===== config.mk =====
export PLATFORM = sky130hd
export DESIGN_NAME = uart_tx_arbiter_flat
export DESIGN_NICKNAME = d
export VERILOG_FILES = /design/src/rtl/uart_arb_pkg.sv /design/src/rtl/uart_tx_arbiter_if.sv /design/src/rtl/rr_picker.sv /design/src/rtl/uart_tx_arbiter.sv /design/src/flat_wrapper.sv
export SDC_FILE = /design/constraint.sdc
export NUM_CORES = 1
export LEC_CHECK = 0
export ABC_AREA = 0
export CAP_MARGIN = 40
export CORE_ASPECT_RATIO = 0.8
export CORE_UTILIZATION = 53
export CTS_CLUSTER_DIAMETER = 120
export DETAILED_ROUTE_END_ITERATION = 10
export PLACE_DENSITY_LB_ADDON = 0.1
export SYNTH_ARGS = -nofsm -noshare
export SYNTH_HDL_FRONTEND = slang
export SYNTH_SLANG_ARGS = --single-unit

===== constraint.sdc =====
create_clock -name clk_12p0 -period 4.7 [get_ports clk_12p0]
set_clock_uncertainty 0.2 [all_clocks]
set_input_delay 1.175 -clock clk_12p0 [delete_from_list [all_inputs] [get_ports clk_12p0]]
set_output_delay 1.175 -clock clk_12p0 [all_outputs]
set_load 0.005 [all_outputs]

===== src/rtl/uart_arb_pkg.sv =====
// Shared types and defaults for the UART TX arbiter slice.
// Exports: arbiter state enum, default sizes, grant index type.
package uart_arb_pkg;

   localparam int ARB_NUM_REQ      = 3;
   localparam int ARB_DATA_W       = 8;
   localparam int ARB_HOLD_TIMEOUT = 12000;

   typedef enum logic {
      IDLE   = 1'b0,
      LOCKED = 1'b1
   } arb_state_e;

   typedef logic [$clog2(ARB_NUM_REQ)-1:0] grant_t;

endpackage


===== src/rtl/uart_tx_arbiter_if.sv =====
// Byte-stream bundle between requesters, arbiter and TX serializer.
// master: requesters + serializer side; slave: the arbiter.
interface uart_tx_arb_if
   import uart_arb_pkg::*;
#(
   parameter int NUM_REQ = ARB_NUM_REQ,
   parameter int DATA_W  = ARB_DATA_W
);

   logic [NUM_REQ-1:0]        req_valid;
   logic [NUM_REQ*DATA_W-1:0] req_data;
   logic [NUM_REQ-1:0]        req_last;
   logic [NUM_REQ-1:0]        req_ready;
   logic                      tx_valid;
   logic [DATA_W-1:0]         tx_data;
   logic                      tx_ready;

   modport master (
      output req_valid, req_data, req_last, tx_ready,
      input  req_ready, tx_valid, tx_data
   );

   modport slave (
      input  req_valid, req_data, req_last, tx_ready,
      output req_ready, tx_valid, tx_data
   );

endinterface


===== src/rtl/rr_picker.sv =====
// Round-robin picker: first valid index after last_grant, wrapping.
// Ports: req_valid, last_grant in; pick, any out. Pure combinational.
module rr_picker #(
   parameter int N = 3
) (
   input  logic [N-1:0]         req_valid,
   input  logic [$clog2(N)-1:0] last_grant,
   output logic [$clog2(N)-1:0] pick,
   output logic                 any
);

   localparam int GW = $clog2(N);

   logic [GW-1:0] idx;

   // Scan from farthest to nearest so the nearest valid wins.
   always_comb begin
      pick = '0;
      any  = 1'b0;
      idx  = '0;
      for (int k = N; k >= 1; k--) begin
         idx = GW'((int'(last_grant) + k) % N);
         if (req_valid[idx]) begin
            pick = idx;
            any  = 1'b1;
         end
      end
   end

endmodule


===== src/rtl/uart_tx_arbiter.sv =====
// Shares one UART TX serializer between NUM_REQ byte requesters.
// Ports: clk_12p0, rst_n, bus (slave), grant_id, busy, timeout_pulse.
module uart_tx_arbiter
   import uart_arb_pkg::*;
#(
   parameter int NUM_REQ      = ARB_NUM_REQ,
   parameter int DATA_W       = ARB_DATA_W,
   parameter int HOLD_TIMEOUT = ARB_HOLD_TIMEOUT
) (
   input  logic                       clk_12p0,
   input  logic                       rst_n,
   uart_tx_arb_if.slave               bus,
   output logic [$clog2(NUM_REQ)-1:0] grant_id,
   output logic                       busy,
   output logic                       timeout_pulse
);

   localparam int GW = $clog2(NUM_REQ);
   localparam int TW = $clog2(HOLD_TIMEOUT);
   localparam logic [TW-1:0] T_LAST = TW'(HOLD_TIMEOUT - 1);
   localparam logic [GW-1:0] G_INIT = GW'(NUM_REQ - 1);

   arb_state_e        state_q, state_d;
   logic [GW-1:0]     grant_q, grant_d;
   logic [GW-1:0]     last_grant_q, last_grant_d;
   logic [TW-1:0]     timer_q, timer_d;
   logic              tx_valid_q, tx_valid_d;
   logic [DATA_W-1:0] tx_data_q, tx_data_d;
   logic              pulse_q, pulse_d;

   logic [GW-1:0]     pick;
   logic              any;
   logic              slot_free;
   logic              hold_valid;
   logic              hold_last;
   logic [DATA_W-1:0] hold_data;
   logic              hs;

   rr_picker #(.N(NUM_REQ)) u_pick (
      .req_valid  (bus.req_valid),
      .last_grant (last_grant_q),
      .pick       (pick),
      .any        (any)
   );

   // Output register can take a byte if empty or draining now.
   assign slot_free  = !tx_valid_q || bus.tx_ready;
   assign hold_valid = bus.req_valid[grant_q];
   assign hold_last  = bus.req_last[grant_q];
   assign hold_data  = bus.req_data[int'(grant_q)*DATA_W +: DATA_W];
   assign hs = (state_q == LOCKED) && hold_valid && slot_free;

   always_comb begin
      bus.req_ready = '0;
      if (state_q == LOCKED && slot_free)
         bus.req_ready[grant_q] = 1'b1;
   end

   always_comb begin
      state_d      = state_q;
      grant_d      = grant_q;
      last_grant_d = last_grant_q;
      timer_d      = timer_q;
      pulse_d      = 1'b0;
      tx_valid_d   = tx_valid_q;
      tx_data_d    = tx_data_q;

      if (hs) begin
         tx_valid_d = 1'b1;
         tx_data_d  = hold_data;
      end else if (bus.tx_ready) begin
         tx_valid_d = 1'b0;
      end

      unique case (state_q)
         IDLE: begin
            if (any) begin
               grant_d = pick;
               state_d = LOCKED;
            end
         end
         LOCKED: begin
            if (hs) begin
               timer_d = '0;
               if (hold_last) begin
                  state_d      = IDLE;
                  last_grant_d = grant_q;
               end
            end else if (timer_q == T_LAST) begin
               // Forced release; a byte already in the
               // output register still drains normally.
               state_d      = IDLE;
               last_grant_d = grant_q;
               pulse_d      = 1'b1;
               timer_d      = '0;
            end else if (!hold_valid) begin
               // Only starvation counts; backpressure holds.
               timer_d = timer_q + 1'b1;
            end
         end
         default: ;
      endcase
   end

   always_ff @(posedge clk_12p0 or negedge rst_n) begin
      if (!rst_n) begin
         state_q      <= IDLE;
         grant_q      <= '0;
         last_grant_q <= G_INIT;
         timer_q      <= '0;
         tx_valid_q   <= 1'b0;
         tx_data_q    <= '0;
         pulse_q      <= 1'b0;
      end else begin
         state_q      <= state_d;
         grant_q      <= grant_d;
         last_grant_q <= last_grant_d;
         timer_q      <= timer_d;
         tx_valid_q   <= tx_valid_d;
         tx_data_q    <= tx_data_d;
         pulse_q      <= pulse_d;
      end
   end

   assign bus.tx_valid  = tx_valid_q;
   assign bus.tx_data   = tx_data_q;
   assign grant_id      = grant_q;
   assign busy          = (state_q == LOCKED);
   assign timeout_pulse = pulse_q;

endmodule


===== src/flat_wrapper.sv =====
// flat-port wrapper written by rule: the top's interface ports become plain ports
module uart_tx_arbiter_flat import uart_arb_pkg::*;
#(
   parameter int NUM_REQ      = ARB_NUM_REQ,
   parameter int DATA_W       = ARB_DATA_W,
   parameter int HOLD_TIMEOUT = ARB_HOLD_TIMEOUT
)
  (clk_12p0, rst_n, grant_id, busy, timeout_pulse, bus_req_valid, bus_req_data, bus_req_last, bus_tx_ready, bus_req_ready, bus_tx_valid, bus_tx_data);
  uart_tx_arb_if #(.NUM_REQ(NUM_REQ), .DATA_W(DATA_W)) bus_i ();
  input  logic clk_12p0;
  input  logic rst_n;
  output logic [$clog2(NUM_REQ)-1:0] grant_id;
  output logic busy;
  output logic timeout_pulse;
  input wire logic [$bits(bus_i.req_valid)-1:0] bus_req_valid;
  input wire logic [$bits(bus_i.req_data)-1:0] bus_req_data;
  input wire logic [$bits(bus_i.req_last)-1:0] bus_req_last;
  input wire logic [$bits(bus_i.tx_ready)-1:0] bus_tx_ready;
  output wire logic [$bits(bus_i.req_ready)-1:0] bus_req_ready;
  output wire logic [$bits(bus_i.tx_valid)-1:0] bus_tx_valid;
  output wire logic [$bits(bus_i.tx_data)-1:0] bus_tx_data;
  assign bus_i.req_valid = bus_req_valid;
  assign bus_i.req_data = bus_req_data;
  assign bus_i.req_last = bus_req_last;
  assign bus_i.tx_ready = bus_tx_ready;
  assign bus_req_ready = bus_i.req_ready;
  assign bus_tx_valid = bus_i.tx_valid;
  assign bus_tx_data = bus_i.tx_data;
  uart_tx_arbiter #(.NUM_REQ(NUM_REQ), .DATA_W(DATA_W), .HOLD_TIMEOUT(HOLD_TIMEOUT)) u_core (.clk_12p0(clk_12p0), .rst_n(rst_n), .bus(bus_i), .grant_id(grant_id), .busy(busy), .timeout_pulse(timeout_pulse));
endmodule

* Yosys cells after proc, flatten, opt, wreduce, memory -nomap -nowiden
Cells that the tools add are included.
Word-level totals: bits of input ports 33, register bits 29, output and inout bits 16, logic and storage cells 70
Operators by class: div/mod/pow operators 3, $lt $le $gt $ge 5, add/subtract/negate cells 4, shift-type cells 1, equality and inequality tests 3, reductions and logical operators 11, bitwise gates (word level) 1, mux-type cells 35
Operators with widths (number):
- $mod 32x3->32 const B | 3
- $mux 14 | 3
- $shiftx 24x6->8 | 1
- $mux 1 | 18
- $add 14x1->14 const B | 1
- $eq 14x14->1 const B | 1
- $lt 2x3->1 const B | 4
- $mux 2 | 6
- $bmux 1 s2 | 5
- $add 2x2->3 const B | 2
- $logic_and 1x1->1 | 4
- $reduce_and 2->1 | 2
- $reduce_bool 2->1 | 2
- $add 2x1->3 const B | 1
- $mux 3 | 1
- $ne 3x3->1 const B | 1
- $reduce_and 3->1 | 1
- $demux 1 s2 | 1
- $ge 2x1->1 const B | 1
- $ne 2x1->1 const B | 1
- $pmux 1 s2 | 1
- $logic_not 1->1 | 1
- $logic_or 1x1->1 | 1
- $not 1->1 | 1

* Depth between registers and ports, before layout
Gate-level depths: netlist of the first run.
depth in word-level cells 9, depth in mapped cells 8, depth with buffers taken out 7

* Cells and area by module
From an unflattened synthesis of the first run, not the netlist that was laid out.
Second synthesis, totals: cell total of the unflattened synthesis 204, area total of the unflattened synthesis 1908.1 um^2
By module, submodules not included:
- uart_tx_arbiter | sequential area each 726.9 um^2, cells each 177, area each 1716.6 um^2, instances 1
- rr_picker | sequential area each 0.0 um^2, cells each 27, area each 191.4 um^2, instances 1

* Worst setup path before layout of the first run
Ideal clock, no wire load.
path type input to output, start input port bus_tx_ready, end output port bus_req_ready[1], arrival 1628 ps, path buffers 0, data required time 3325 ps, stages on the path 3, slack 1697 ps, cells stage by stage nand2b_1 > nand2_1 > nor3b_1
On the way: word-level cells in the longest chain between the ends 3
Ends and longest elaborated chain:
- start: declaration | line flat_wrapper.sv:18 | input wire logic [$bits(bus_i.tx_ready)-1:0] bus_tx_ready;
- $logic_or 1x1->1 | line uart_tx_arbiter.sv:47 | assign slot_free = !tx_valid_q || bus.tx_ready;
- $logic_and 1x1->1 | line uart_tx_arbiter.sv:55 | if (state_q == LOCKED && slot_free)
- $mux 3 | line uart_tx_arbiter.sv:55
- end: declaration | line flat_wrapper.sv:19 | output wire logic [$bits(bus_i.req_ready)-1:0] bus_req_ready;
Every way passes these cells.

* Final worst setup path of the first run
Ends and elaborated chain as after synthesis.

==> results of run 1 <==
[stage by stage]
step	utilization	worst slack, ps	area [um^2]	total power, mW	hold slack (ps)
after floorplan	-	1700	2000	0.863	265
after global placement	0.703	702	2470	1.09	266
after detailed placement	0.703	681	2470	1.10	273
after CTS	0.732	667	2580	1.33	286
after global routing	0.732	590	2580	1.44	333
final	0.732	662	2580	1.34	281
[synthesized netlist by cell type (2+ instances only)]
master,count
nand2b_1,3
nand3_1,6
a31oi_1,2
and3_1,6
o22ai_1,2
nor2_1,11
buf_6,2
o21a_1,2
and4_1,2
o221ai_1,2
nand3b_1,5
o21ai_0,20
nor2b_1,4
mux2_2,3
o211ai_2,2
o211ai_1,4
inv_1,13
dfrtp_1,28
a21oi_1,21
nor3_1,5
nand4_1,6
buf_2,8
nand2_1,28
or3_1,3
mux2i_1,11
ha_1,6
clkbuf_1,3
[kinds of logic after synthesis]
logic type	count (synthesis)	synth area share
adder cells (fa/ha/maj)	6	0.0376
AO/OA/AOI/OAI	69	0.221
multiplexers	15	0.0833
flip-flops	29	0.364
AND/OR/NAND/NOR	86	0.229
buffers and inverters	28	0.0652
[worst max-delay path, cell delays in order]
cell	delay, ps
clkdlybuf4s50_1	450
nand2b_1	160
nand2_1	120
nor3b_1	230
clkdlybuf4s50_1	530
[flip-flops by register name, summed over array words and instances (netlist names)]
signal                cells
u_core.grant_id           2
u_core.busy               1
u_core.timer_q           14
u_core.bus.tx_data        8
u_core.timeout_pulse      1
u_core.bus.tx_valid       1
u_core.last_grant_q       2
[per-layer routing]
layer  track usage  vias to the layer above  part of all wire
li1              -                      932                 -
met1         0.376                      883              0.47
met2         0.426                       76              0.45
met3        0.0718                       14             0.060
met4        0.0657                        0             0.021
met5             0                        -                 0
[power breakdown]
group	switching [mW]	leakage, nW	internal (mW)
combinational	0.332	0.690	0.336
clock	0.0941	0.0542	0.132
sequential	0.115	0.372	0.325
total	0.542	1.12	0.794
[area by class of cell]
class / count / area, um^2
Timing Repair Buffer: 51 / 503
Clock inverter: 1 / 5.00
Multi-Input combinational cell: 176 / 1140
Sequential cell: 29 / 727
Inverter: 14 / 52.6
Tap cell: 42 / 52.6
Fill cell: 295 / 942
Clock buffer: 7 / 96.3
[final timing paths]
path	from	cells after the start	endpoint
setup / recovery	bus_tx_ready	5	bus_req_ready[1]
min in group asynchronous	rst_n	2	u_core.bus.tx_data[7]
hold / removal	u_core.bus.tx_data[1]	2	u_core.bus.tx_data[1]
setup reg to reg	u_core.grant_id[0]	5	u_core.last_grant_q[0]
max in group asynchronous	rst_n	2	u_core.last_grant_q[1]
hold reg to reg	u_core.bus.tx_data[1]	2	u_core.bus.tx_data[1]
==> results.toml, run 1 <==
[run_status]
outcome = "finished, violations left"
violations = "DRC"

[synth]
ys_seq_area_frac = 0.364
synth_edf_count = 0
synth_cell_types = 52
ys_top_cells_by_area = "dfrtp_1 35%, mux2i_1 5.5%, a21oi_1 5.3%"
synth-seq-cells = 29
synth_area_um2 = 2000
syn_nets = 272
yosysWarnings = 0
synthFlopType = "dfrtp_1"
synth.top_cell.area_share = 0.351
netlist_instances = 233
avgSynthCellArea_um2 = 8.57
synth.largest_area_cell = "dfrtp_1"
async_flop_share = 1.00

[sta]
maxSlewHeadroom = 0.442
worstMarginPinSlew_ps = 836
setup_viol = 0
fin_crit_ps = 4040
fmax_mhz = 248
hold_viol_final = 0
period_share = 0.859
grt_setup_unrepaired = "no"
tns_ps = 0
slew_viol_final = 0

[detailed_routing]
wl_per_cell_um = 15.7
drt-initial-drc-count = 173
drtPass1Iterations = 7
ant_nets = 0
wirelength_um = 5010
drc_errors = 8
viasPerCell = 5.95
num_vias = 1905

[clock_network]
h-tree-depth = 2
cts_made_buffers = 5
root_buffer = "clkbuf_8"
post_cts_buffers = 0
clk_latency_ps = 280
clk_pin_slew_worst_paths_ps = 60
cts_hold_buf = 0
cts_tree = "done"
cts.repair.resized = 0
clockBufferDepth = 2
cts_sinks = 29

[floorplanning]
die_w_um = 70.6
die_area_um2 = 4020
initial_core_util = 0.568
dieHeight_um = 56.9
ios = 49
core_area_um2 = 3520
std_cell_rows = 19

[worst_setup_path]
crit_arrival_ps = 2660
cp-start-kind = "input pin"
required_ps = 3320
cp-end-kind = "primary output"
worstPathMaxFanout = 4
rrSetupSlack_ps = 2060
worstSetupPathType = "input pin to primary output"

[final_layout]
final_cells = 320
final_cell_mix = "48 x clkdlybuf4s50_1, 28 x nand2_1, 28 x dfrtp_1"
num_antenna_cells = 0
area_growth_pct = 29.0
mostFrequentLayoutCell = "clkdlybuf4s50_1"
drive_gt1_frac = 0.0791
final_net_count = 316

[global_routing]
grt_pass1_vias = 1739
grt_max_degree = 30
grt_remaining_overflow = 0
grt_pass1_wl_um = 8410
grt_antenna_before_repair = 0
track_usage = 0.270

[placement]
hpwl_um = 3560
dp_cells = 312
portBuffers = 48
gp_congestion = 0.840

[flow_run]
max_cap_viol_count = 0

[min_path]
hold_class = "flip-flop to flip-flop"

[pwr]
ir_drop_mv = 0.374
p_leak_nw = 1.12
power_density_nw_per_um2 = 518
Power figures use the tool's default switching activity.
==> run 2, diff against run 1 <==
--- a/config.mk
+++ b/config.mk
@@ -5,10 +5,10 @@
 export SDC_FILE = /design/constraint.sdc
 export NUM_CORES = 1
 export LEC_CHECK = 0
-export ABC_AREA = 0
+export ABC_AREA = 1
 export CAP_MARGIN = 40
 export CORE_ASPECT_RATIO = 0.8
-export CORE_UTILIZATION = 53
+export CORE_UTILIZATION = 54
 export CTS_CLUSTER_DIAMETER = 120
 export DETAILED_ROUTE_END_ITERATION = 10
 export PLACE_DENSITY_LB_ADDON = 0.1
==> run 2 against run 1 <==
Against the previous run:
- the run now ends clean
- synthesized cell count rose by 37%
- first-iteration DRC count rose by 10%
- setup slack improved by 14 ps
- utilization fell by 1.5 points
- sequential power fell by 4.8%
- power fell by 2.9%
- wire length rose by 5.7%
- cell count rose by 32%
- non-clock buffer count fell by 2
- highest routed layer unchanged
==> results.toml, run 2 <==
[floorplanning]
std_cell_rows = 20
dieHeight_um = 58.2
ios = 49
initial_core_util = 0.564
die_area_um2 = 4200
core_area_um2 = 3780
die_w_um = 72.2

[synth]
synth_edf_count = 0
ys_top_cells_by_area = "dfrtp_1 33%, nand2_1 20%, nand3_1 12%"
synth.top_cell.area_share = 0.329
avgSynthCellArea_um2 = 6.68
synthFlopType = "dfrtp_1"
synth-seq-cells = 29
synth.largest_area_cell = "dfrtp_1"
netlist_instances = 319
synth_cell_types = 28
syn_nets = 358
ys_seq_area_frac = 0.341
async_flop_share = 1.00
synth_area_um2 = 2130
post-synth-top-count-cell = "nand2_1"
yosysWarnings = 0
synth_common_cells = "113 x nand2_1, 53 x nand3_1, 31 x nor2_1"

[worst_setup_path]
worstSetupPathType = "input pin to primary output"
reg2reg_to = "u_core.timer_q[7]"
crit_arrival_ps = 2650
rrSetupSlack_ps = 2090
cp-end-kind = "primary output"
required_ps = 3320
reg2regPathDepth = 8
cp-start-kind = "input pin"
worstPathMaxFanout = 3
timing.rr.start = "u_core.grant_id[1]"

[final_layout]
drive_gt1_frac = 0.0738
final_cell_mix = "113 x nand2_1, 53 x nand3_1, 48 x clkdlybuf4s50_1"
mostFrequentLayoutCell = "nand2_1"
top_register = "u_core.timer_q"
largest_reg_flops = 14
num_antenna_cells = 0
final_net_count = 404
area_growth_pct = 27.2
nFillCells = 321

[placement]
gp_congestion = 0.934
hpwl_um = 3900
portBuffers = 48
pre_cts_ws_ps = 691

[detailed_routing]
drtPass1Iterations = 4
viasPerCell = 5.18
wirelength_um = 5300
drt-initial-drc-count = 191
num_vias = 2180
ant_nets = 0
wl_per_cell_um = 12.6
drc_errors = 0

[run_status]
outcome = "complete, no violations"

[global_routing]
track_usage = 0.282
grt_max_degree = 30
grt_pass1_vias = 2044
grt_remaining_overflow = 0
grt_antenna_before_repair = 0
grt_pass1_wl_um = 9140

[sta]
period_share = 0.856
fin_crit_ps = 4020
setup_ws_ps = 676
setup_viol = 0
maxSlewHeadroom = 0.498
slew_viol_final = 0
hold_viol_final = 0
worstMarginPinSlew_ps = 753
grt_setup_unrepaired = "no"
tns_ps = 0
fmax_mhz = 249

[clock_network]
cts_tree = "done"
cts.repair.resized = 0
post_cts_buffers = 0
clk_pin_slew_worst_paths_ps = 60
root_buffer = "clkbuf_8"
cts_hold_buf = 0
cts_sinks = 29
clockBufferDepth = 2
clk_latency_ps = 280
h-tree-depth = 2
cts_made_buffers = 5

[min_path]
min-delay-start = "u_core.bus.tx_data[2]"
min_to = "u_core.bus.tx_data[2]"
hold_class = "flip-flop to flip-flop"
min_path_cells = 2

[flow_run]
max_cap_viol_count = 0

[pwr]
ir_drop_mv = 0.332
p_leak_nw = 1.34
power_density_nw_per_um2 = 478
## run 2: cell types whose count changed in the layout (fill, tap and decap cells not counted), sizes merged, moves of 4 or more
| cell | change |
|---|---|
| nand3b | -5 |
| and3 | -6 |
| xor2 | +6 |
| o211ai | -6 |
| mux2i | -12 |
| inv | +23 |
| nor2 | +22 |
| o21ai | -16 |
| nand2 | +89 |
| nand3 | +51 |
| nor2b | -4 |
| a21oi | -18 |
## run 2: kinds of logic (layout without fill, tap and decap cells)
group | after synthesis | after routing | share of synthesized area
simple gates | 221 | 221 | 0.468
buf+inv | 46 | 93 | 0.103
fa+ha+maj | 6 | 6 | 0.0352
xor+xnor | 6 | 6 | 0.0247
compound gates | 11 | 11 | 0.0282
flops | 29 | 29 | 0.341
## run 2: report_power, final
group          internal [mW]  leakage (nW)  total, mW  switching [mW]
sequential             0.322         0.377      0.419          0.0977
clock                  0.132        0.0542      0.228          0.0958
combinational          0.274         0.904      0.649           0.375
## run 2: area by class of cell
| type | instances | area [um^2] | area share |
|---|---|---|---|
| multi-input cells | 244 | 1180 | 0.437 |
| flip-flops and latches | 29 | 727 | 0.268 |
| repair buffers | 49 | 488 | 0.180 |
| inverters | 36 | 140 | 0.0517 |
| clock buffers | 7 | 96.3 | 0.0355 |
| well taps | 55 | 68.8 | 0.0254 |
| clock inverters | 1 | 5.00 | 0.00185 |
## run 2: worst max path at each step
stage,startpoint,end,depth (start not counted)
after floorplan,bus_tx_ready,bus_req_ready[0],4
after global placement,bus_tx_ready,bus_req_ready[0],6
after detailed placement,bus_tx_ready,bus_req_ready[0],6
after CTS,bus_tx_ready,bus_req_ready[0],6
after global routing,bus_tx_ready,bus_req_ready[0],6
final,bus_tx_ready,bus_req_ready[0],6
## run 2: metal layers
layer	wire length (um)	up-vias	share of wire	GRT usage
met1	2490	993	0.47	0.383
met5	0	-	0	0
li1	-	1100	-	-
met3	337	11	0.064	0.0609
met2	2380	76	0.45	0.441
met4	99	0	0.019	0.115
## run 2: worst max-delay path, cell delays in order
cell	delay (ps)
clkdlybuf4s50_1	470
nor2_1	50
nor2_1	150
inv_1	100
nor3_1	170
clkdlybuf4s50_1	540
## run 2: through the flow
stage	util	hold WS (ps)	instances	total power, mW	cell area, um^2
floorplan	-	272	319	0.866	2130
global placement	0.690	266	413	1.06	2610
detailed placement	0.690	264	413	1.07	2610
CTS	0.717	288	421	1.30	2710
global route	0.717	309	421	1.42	2710
finish	0.717	286	421	1.30	2710
==> run 3, diff against run 2 <==
--- a/config.mk
+++ b/config.mk
@@ -5,10 +5,10 @@
 export SDC_FILE = /design/constraint.sdc
 export NUM_CORES = 1
 export LEC_CHECK = 0
-export ABC_AREA = 1
+export ABC_AREA = 0
 export CAP_MARGIN = 40
 export CORE_ASPECT_RATIO = 0.8
-export CORE_UTILIZATION = 54
+export CORE_UTILIZATION = 53
 export CTS_CLUSTER_DIAMETER = 120
 export DETAILED_ROUTE_END_ITERATION = 10
 export PLACE_DENSITY_LB_ADDON = 0.1
==> results of run 3 <==
Final layout, timing and power as in run 1 (identical DEF).
==> variant: new RTL, flow settings as in run 1 <==
Reset style: synchronous (`rst_n`), changed in one clocked block.
--- a/src/rtl/uart_tx_arbiter.sv
+++ b/src/rtl/uart_tx_arbiter.sv
@@ -104,3 +104,3 @@
 
-   always_ff @(posedge clk_12p0 or negedge rst_n) begin
+   always_ff @(posedge clk_12p0) begin
       if (!rst_n) begin
Check against the original RTL: differs if rst_n is asserted again (counterexample within 4 cycles, from zero or initial values and one cycle with rst_n low); with rst_n held inactive, the same outputs for 4 cycles.
==> variant against run 1 <==
Count of clock-buffer cells in the layout unchanged. Setup slack worse by 0.15 ns. Non-clock buffer count down 2. Design area down 8.5%. Synthesized area down 11%. Routed wire length down 12%. Synthesized cell count down 5.6%. Sequential share of layout area down 3.6 points. Sequential cell count unchanged. Global-route usage down 1.9 points.
Power is not compared: it rests on default switching activity, and its combinational part moved more than twofold at a synthesized area within 25%.
==> variant: results (changes against run 1) <==
stage	metric	value	unit	change
layout	FF+latch area	581	um^2	was 727 um^2
yosys	Avg Synthesized Cell Area	8.04	um^2	was 8.57 um^2
sta	Worst Tran Pin Value	0.777	ns	was 0.836 ns
yosys	synth top area cells	dfxtp_1, mux2i_1, nor2_1		was dfrtp_1, mux2i_1, a21oi_1
pwr	Max VDD drop	0.215	mV	
clock_network	clock slew at reported path FFs	0.06	ns	about the same
run_status	status	completed		was finished with violations
drt	WL/cell	14.3	um	was 15.7 um
global_routing	total track usage	25.1	%	was 27.0%
layout	Largest Register	u_core.timer_q		unchanged
global_routing	met3 Usage GRT	8.47	%	was 7.18%
placed_design	DP Area	2250	um^2	was 2470 um^2
global_routing	first-pass GRT wire length	6590	um	was 8410 um
yosys	Synth warnings	0		unchanged
drt	Met2 Routed Length	2030	um	was 2250 um
yosys	Synth cell types	43		was 52
drt	Vias/cell	5.81		was 5.95
sta	Min Hold Slack	0.296	ns	was 0.281 ns
layout	Fillers	254		was 295
placed_design	Placed Cells	298		was 312
global_routing	met1 Use GR	32.1	%	was 37.6%
drt	wl on met1	1880	um	was 2350 um
worst_setup_path	cell family with most CP delay	buffers and inverters		unchanged
yosys	ys flop type	dfxtp_1		was dfrtp_1
hold_path	hold endpoint	u_core.bus.tx_data[0]		was u_core.bus.tx_data[1]
worst_setup_path	Worst R2R Start	u_core.grant_id[0]		unchanged
yosys	FFs w/ async S/R, synth	0	%	was 100%
placed_design	Place WS	0.561	ns	was 0.681 ns
placed_design	PortBufs	48		unchanged
placed_design	routability cong.	0.950		was 0.840
yosys	Seq/Total Area, Yosys	32.8	%	was 36.4%
pwr	P_leak	0.822	nW	
clock_network	clock root buffer	clkbuf_8		unchanged
placed_design	hpwl dp	3240	um	was 3560 um
worst_setup_path	RR Endpoint	u_core.timer_q[0]		was u_core.last_grant_q[0]
worst_setup_path	Worst EP arrival	2.81	ns	was 2.66 ns
layout	max reg flops	14		unchanged
hold_path	HP Class	register to register		unchanged
yosys	syn_nets	259		was 272
global_routing	vias in the first global route	1456		was 1,739
drt	Iter 0 DRT Violations	93		was 173
clock_network	clk buf depth	2		unchanged
drt	highest metal used	met4		unchanged
drt	DR vias	1777		was 1,905
yosys	most frequent cells after synthesis	nor2_1, dfxtp_1, mux2i_1		was dfrtp_1, nand2_1, a21oi_1
worst_setup_path	crit path max fanout	7		was 4
layout	ANT cells	0		unchanged
drt	WL met3	422	um	was 301 um
worst_setup_path	CP Launch Point	bus_tx_ready		unchanged
drt	drt pass-1 iters	4		was 7
sta	post-route setup slack	0.516	ns	was 0.662 ns
layout	share of cells above drive strength 1	5.64	%	was 7.91%
global_routing	largest net degree at the start of global routing	21		was 30
global_routing	grt met2 use	39.9	%	was 42.6%
hold_path	hold path cells	2		unchanged
clock_network	Worst-Skew Late Latency	0.29	ns	
worst_setup_path	R2R setup slack	1.88	ns	was 2.06 ns
hold_path	Hold Crit Start	u_core.bus.tx_data[0]		was u_core.bus.tx_data[1]
## variant: changes by cell type after synthesis, moves of 7 or more
cell      change
dfxtp_1      +29
dfrtp_1      -28
nor2_1       +19
o21ai_0      -14
nand2_1      -12
a211oi_1      +9
a21oi_1       -9
nor3_1        +9
mux2i_1       +7
## variant: report_power, final
group          switching, mW  internal, mW
sequential            0.0179         0.259
clock                 0.0950         0.132
combinational         0.0688        0.0813
## variant: logic make-up after synthesis
family / Yosys count / synth area share (%)
flip-flops: 29 / 32.8
AO/OA/AOI/OAI: 45 / 17.0
AND/OR/NAND/NOR: 98 / 28.9
XOR/XNOR: 4 / 1.98
buffers and inverters: 20 / 4.81
adder cells (fa/ha/maj): 6 / 4.25
multiplexers: 18 / 10.2
## variant: layout make-up
cell class,count,share of cell area (%)
Clock buffer,7,4.09
Clock inverter,1,0.212
Inverter,9,1.43
Multi-Input combinational cell,171,46.8
Sequential cell,29,24.6
Tap cell,40,2.12
Timing Repair Buffer,49,20.7
